==> src/rtl/time_display.sv <==
`default_nettype none
// ============================================================================
// Module   : time_display
// Brief    : Four-digit multiplexed common-anode seven-segment driver (MM.SS)
//            with tear-free frame snapshots and leading-zero blanking.
//            Optional completion blink enabled by BLINK_ON_COMPLETE_EN.
// Revision : 1.0 - initial release
// ============================================================================
module time_display #(
    parameter int CLK_FREQ     = 100_000_000,
    parameter int DIGIT_PERIOD = 100_000
) (
    input  logic        clk,
    input  logic        init_regs,
    input  logic [15:0] time_reading,
    input  logic        complete,
    output logic [3:0]  anodes,
    output logic [6:0]  segments,
    output logic        dp
);

    localparam int                    c_refresh_w   = (DIGIT_PERIOD > 1) ? $clog2(DIGIT_PERIOD) : 1;
    localparam logic [c_refresh_w-1:0] c_refresh_max = c_refresh_w'(DIGIT_PERIOD - 1);
    localparam logic [6:0]            c_seg_blank   = 7'b1111111;
    localparam logic [6:0]            c_seg_dash    = 7'b0111111;

    logic [c_refresh_w-1:0] r_refresh_cnt;
    logic [1:0]             r_digit_idx;
    logic [15:0]            r_snapshot;
    logic                   r_complete_d;
    logic                   w_refresh_wrap;
    logic [3:0]             w_nibble;
    logic [3:0]             w_anodes;
    logic [6:0]             w_segments;
    logic                   w_blank;

    assign w_refresh_wrap = (r_refresh_cnt == c_refresh_max);

    // Snapshot only at the frame boundary so one frame never mixes two samples.
    always_ff @(posedge clk) begin
        if (init_regs) begin
            r_refresh_cnt <= '0;
            r_digit_idx   <= 2'd0;
            r_snapshot    <= 16'h0000;
        end else if (w_refresh_wrap) begin
            r_refresh_cnt <= '0;
            r_digit_idx   <= r_digit_idx + 2'd1;
            if (r_digit_idx == 2'd3) begin
                r_snapshot <= time_reading;
            end
        end else begin
            r_refresh_cnt <= r_refresh_cnt + c_refresh_w'(1);
        end
    end

    always_ff @(posedge clk) begin
        r_complete_d <= complete;
    end

    always_comb begin
        w_nibble = r_snapshot[3:0];
        w_anodes = 4'b1110;
        case (r_digit_idx)
            2'd0: begin w_nibble = r_snapshot[3:0];   w_anodes = 4'b1110; end
            2'd1: begin w_nibble = r_snapshot[7:4];   w_anodes = 4'b1101; end
            2'd2: begin w_nibble = r_snapshot[11:8];  w_anodes = 4'b1011; end
            default: begin w_nibble = r_snapshot[15:12]; w_anodes = 4'b0111; end
        endcase
    end

    always_comb begin
        w_segments = c_seg_dash;
        case (w_nibble)
            4'd0: w_segments = 7'b1000000;
            4'd1: w_segments = 7'b1111001;
            4'd2: w_segments = 7'b0100100;
            4'd3: w_segments = 7'b0110000;
            4'd4: w_segments = 7'b0011001;
            4'd5: w_segments = 7'b0010010;
            4'd6: w_segments = 7'b0000010;
            4'd7: w_segments = 7'b1111000;
            4'd8: w_segments = 7'b0000000;
            4'd9: w_segments = 7'b0010000;
            default: w_segments = c_seg_dash;
        endcase
        // Tens-of-minutes zero is dark but its anode keeps the scan cadence.
        if ((r_digit_idx == 2'd3) && (w_nibble == 4'd0)) begin
            w_segments = c_seg_blank;
        end
    end

`ifdef BLINK_ON_COMPLETE_EN
    localparam int                  c_phase_w    = (CLK_FREQ > 1) ? $clog2(CLK_FREQ) : 1;
    localparam logic [c_phase_w-1:0] c_phase_max  = c_phase_w'(CLK_FREQ - 1);
    localparam logic [c_phase_w-1:0] c_phase_half = c_phase_w'(CLK_FREQ / 2);

    typedef enum logic [0:0] {
        ST_IDLE  = 1'b0,
        ST_BLINK = 1'b1
    } blink_state_t;

    blink_state_t         r_state;
    blink_state_t         w_state_next;
    logic [c_phase_w-1:0] r_blink_cnt;
    logic [1:0]           r_blink_sec;
    logic                 w_complete_rise;
    logic                 w_blink_last;

    assign w_complete_rise = complete & ~r_complete_d;
    assign w_blink_last    = (r_blink_cnt == c_phase_max) && (r_blink_sec == 2'd2);

    always_ff @(posedge clk) begin
        if (init_regs) begin
            r_state <= ST_IDLE;
        end else begin
            r_state <= w_state_next;
        end
    end

    always_comb begin
        w_state_next = r_state;
        case (r_state)
            ST_IDLE:  if (w_complete_rise) w_state_next = ST_BLINK;
            ST_BLINK: if (!w_complete_rise && w_blink_last) w_state_next = ST_IDLE;
            default:  w_state_next = ST_IDLE;
        endcase
    end

    // Phase counter within the current second plus a second counter (0..2).
    always_ff @(posedge clk) begin
        if (init_regs || w_complete_rise) begin
            r_blink_cnt <= '0;
            r_blink_sec <= 2'd0;
        end else if (r_state == ST_BLINK) begin
            if (r_blink_cnt == c_phase_max) begin
                r_blink_cnt <= '0;
                r_blink_sec <= r_blink_sec + 2'd1;
            end else begin
                r_blink_cnt <= r_blink_cnt + c_phase_w'(1);
            end
        end
    end

    assign w_blank = (r_state == ST_BLINK) && (r_blink_cnt < c_phase_half);
`else
    logic w_unused_complete;
    assign w_unused_complete = complete ^ r_complete_d ^ (CLK_FREQ > 0);
    assign w_blank           = 1'b0;
`endif

    always_ff @(posedge clk) begin
        if (init_regs || w_blank) begin
            anodes   <= 4'b1111;
            segments <= c_seg_blank;
            dp       <= 1'b1;
        end else begin
            anodes   <= w_anodes;
            segments <= w_segments;
            dp       <= (r_digit_idx != 2'd2);
        end
    end

endmodule
`default_nettype wire
==> config.mk <==
export PLATFORM = sky130hd
export DESIGN_NAME = time_display
export DESIGN_NICKNAME = d
export VERILOG_FILES = /design/src/rtl/time_display.sv
export SDC_FILE = /design/constraint.sdc
export NUM_CORES = 1
export LEC_CHECK = 0
export CORE_MARGIN = 2
export CORE_UTILIZATION = 57
export CTS_CLUSTER_DIAMETER = 150
export DETAILED_ROUTE_END_ITERATION = 7
export PLACE_DENSITY = 0.79
export SYNTH_ARGS = -nofsm -noshare
export SYNTH_HDL_FRONTEND = slang
export SYNTH_SLANG_ARGS = --single-unit
==> constraint.sdc <==
create_clock -name clk -period 3.7 [get_ports clk]
set_clock_uncertainty 0.15 [all_clocks]
set_input_delay 0.925 -clock clk [delete_from_list [all_inputs] [get_ports clk]]
set_output_delay 0.925 -clock clk [all_outputs]
set_load 0.03 [all_outputs]
Word-level counts from Yosys, hierarchy flattened --
Memory sizes are Yosys's and may differ from the RTL's. A register that Yosys moved wholly into a read port is not among the register bits. Index checks and enable logic that the tools add are counted. Widths: inputs -> output; s select.
Operators by class: add/subtract/negate cells 2, eq/ne operators 5, multiplexer cells 2, reductions and logical operators 6
Operators by type and width (number):
- $pmux 4 s3 | 2
- $add 17x1->17 const B | 1
- $eq 17x17->1 const B | 1
- $eq 2x2->1 const B | 2
- $logic_not 4->1 | 1
- $reduce_or 2->1 | 2
- $add 2x1->2 const B | 1
- $eq 2x1->1 const B | 1
- $logic_not 2->1 | 1
- $ne 2x2->1 const B | 1
- $reduce_and 2->1 | 1
- $logic_and 1x1->1 | 1
Word-level totals: register bits after elaboration 40, memory bits (read-only) 112, output and inout port bits 12, word-level logic and storage cells 21, memories 1
Memories:
- (no name shown) | depth 16, bits a word 7, rd ports 1, clocked after Yosys merged registers in 1, write ports 0, RTL line 73 | case (w_nibble)

Logic depth before layout (Yosys ltp) --
depth in word-level cells 5, gate-level depth with buffers 9

Worst setup path after synthesis --
Ideal clock, no wire load.
kind reg-to-reg, start point register r_digit_idx[0], end point register segments[0], arrival 1976 ps, data required time 3412 ps, slack 1436 ps, stages on the path, launching flop included 10, period minus slack after synthesis 2264 ps, cells stage by stage dfxtp_1 ha_1 clkbuf_1 nor2b_1 a21oi_1 inv_1 ha_1 and2_1 a211oi_1 a21oi_1
On the way: cells in the longest elaborated chain, start to end 5, elaborated cells between the ends (all ways) 8, those cells by class eq/ne (3); mux (1); reduce/logical (4)
RTL lines:
- start, declared | RTL line 28 | logic [1:0] r_digit_idx;
- start signal, assigned | RTL line 47 | r_digit_idx <= r_digit_idx + 2'd1;
- $eq 2x2->1, or another cell as far along | RTL line 63 | case (r_digit_idx)
- $pmux 4 s3 | RTL line 63
- $logic_not 4->1 | RTL line 87 | if ((r_digit_idx == 2'd3) && (w_nibble == 4'd0)) begin
- $logic_and 1x1->1 | RTL line 87
- $reduce_or 2->1 (no line)
- end, declared | RTL line 18 | output logic [6:0] segments,
Parallel ways exist; a longest one is shown, timed or not. A chain may end at the register's enable or synchronous reset.

Worst setup path in the final report --
start point register r_digit_idx[0], end point register segments[3]
The elaborated chain is that of the path after synthesis.

==> reports/metrics.cfg <==
[run_status]
outcome=finished clean

[final_layout]
drive_gt1_frac=0.0522
insertedDiodeCount=0
nNetsFinal=297
seq_area_um2=921
area_growth_pct=17.8
layout_commonest_cell=dfxtp_1
fill_cells=322
multi_input_area_um2=1090
final_cell_mix=46 x dfxtp_1, 33 x a21oi_1, 29 x clkdlybuf4s50_1, 19 x o21ai_0, 18 x nand3_1

[clocking]
cts-resized-gates=0
postCtsHoldBufs=0
cts_sinks=46
cts_tree=yes
numCtsBuffers=5
ctsHtreeMaxLevel=2
cts_setup_buffers=0
clk_path_buf_depth=2
clock-root-buffer=clkbuf_8
path_clk_slew_ns=0.08
clk_latency_ns=0.30

[floorplanning]
start_util=0.587
rows=22
io_pins=31
fp.dieH_um=65.2
core_um2=3630
die_x_um=65.2
dieArea_um2=4250

[sta]
setup_viol=0
rsz0062_at_grt=false
setup_ws_ns=0.887
fmax_ghz=0.356
relSlewSlack=0.561
hold_viol=0
finalCritPeriodShare=0.760
slew_violations=0
tightest_slew_ns=0.658
finalWorstPathRequiredPeriod_ns=2.81
tns_ns=0

[placement]
gp_congestion=0.837
hpwl_mm=2.89
preCtsSetupSlack_ns=0.931
portBuffers=29

[yosys]
yosysSeqAreaShare=0.432
ys_types=39
synth_flop_cell=dfxtp_1
async_flop_share=0
synth-edff-count=0
yosys_register_bits=46
synth.avg_cell_area_um2=8.85
syn_nets=271
syn_area_um2=2130
synthesis.instances=241
yosys_warnings=0

[setup_path]
path_delay_family=compound AO/OA/AOI/OAI gates
slowest_stage=a21oi_1
start_kind=flip-flop
arrival_ns=2.83
cpPeakStageDelay_ns=0.55
critPathMaxFanout=18
path_class=reg -> reg
critPathBufInv=2
worstPathCellList=ha_1 > inv_1 > a21oi_1 > inv_1 > ha_1 > and2_1 > a211oi_1 > a21oi_1
crit_required_ns=3.72
end_kind=flip-flop

[global_route]
grt_usage=0.216
grt_pass1_wl_mm=7.14
grt_pass1_vias=1593
gr-total-overflow=0
grt_max_degree=21
grt_antenna_before_repair=0

[pwr]
powerDensity_nw_per_um2=346
vdd_drop_max_uv=356
p_total_mw=0.868
leakage_nw=0.868

[route]
dr.pass1.iters=4
vias_per_cell=5.59
drt-initial-drc-count=103
drcViolationCount=0
drtAntennaViolNets=0
routed_wire_length_per_instance_um=13.1
wl_mm=4.12
vias=1766

[job]
drv_cap=0

[hold_path]
hold_path_class=reg -> reg

==> power by group <==
part / internal (mW) / switching [mW]
Combinational: 0.0291 / 0.0241
Clock: 0.151 / 0.160
Sequential: 0.501 / 0.00304
Total: 0.681 / 0.187
==> metal layers <==
metal | vias to the layer above | track usage | routed length, um
met2 | 39 | 0.324 | 1850
met5 | - | 0 | 0
met1 | 806 | 0.296 | 2020
li1 | 913 | - | -
met3 | 8 | 0.0411 | 154
met4 | 0 | 0.115 | 97
==> state kept, by name (all words and copies together), names as in the netlist <==
register,flops
segments,7
r_refresh_cnt,17
r_snapshot,16
r_digit_idx,2
anodes,4
==> path summary, 6_finish.rpt <==
| check | startpoint | endpoint | depth (start not counted) | slack (ns) |
|---|---|---|---|---|
| setup / recovery | r_digit_idx[0] | segments[3] | 8 | 0.89 |
| hold / removal | r_refresh_cnt[0] | r_refresh_cnt[0] | 1 | 0.29 |
| setup reg to reg | r_digit_idx[0] | segments[3] | 8 | 0.89 |
| hold reg to reg | r_refresh_cnt[0] | r_refresh_cnt[0] | 1 | 0.29 |
==> worst register-to-register path: cells and delay by family (launching register included) <==
family,cells,cell delay [ns]
flip-flops,1,0.40
AND/OR/NAND/NOR,1,0.20
AO/OA/AOI/OAI,3,0.93
adder cells (fa/ha/maj),2,0.57
buffers and inverters,2,0.45
==> cell type report <==
class / instances / share of cell area
Clock buffer: 7 / 0.0344
Clock inverter: 1 / 0.00199
Inverter: 11 / 0.0164
Multi-Input combinational cell: 172 / 0.435
Sequential cell: 46 / 0.367
Tap cell: 48 / 0.0239
Timing Repair Buffer: 31 / 0.122
==> Yosys cell counts, types with 3 or more instances <==
library cell	instances	area share
dfxtp_1	46	0.43
xnor2_1	6	0.025
a21o_1	3	0.011
o21ai_0	19	0.045
nor2_1	14	0.025
inv_1	11	0.019
nand4_1	8	0.023
a211oi_1	4	0.014
nand2b_1	6	0.018
nand3_1	18	0.042
or3_1	3	0.0088
nor2b_1	4	0.012
a21oi_1	33	0.077
nand2_1	8	0.014
and4_1	3	0.012
clkbuf_1	5	0.0088
xor2_1	6	0.025
ha_1	11	0.065
nor3_1	4	0.0094
buf_6	3	0.016
==> metrics by stage <==
| stage | area (um2) | utilization | instances | hold slack [ns] |
|---|---|---|---|---|
| finish | 2510 | 0.691 | 316 | 0.290 |
| global route | 2510 | 0.691 | 316 | 0.359 |
| CTS | 2510 | 0.691 | 316 | 0.291 |
| detailed placement | 2420 | 0.666 | 308 | 0.280 |
| global placement | 2420 | 0.666 | 308 | 0.270 |
| floorplan | 2130 | - | 241 | 0.262 |
==> kinds of logic (layout without fill, tap and decap cells) <==
kind of cell,Yosys count,after routing,synth area share
compound gates,69,69,0.185
xor+xnor,12,12,0.0493
fa+ha+maj,11,11,0.0646
buf+inv,23,50,0.0557
flops,46,46,0.432
simple gates,80,80,0.214
No activity file was read; power rests on OpenSTA's default activity.
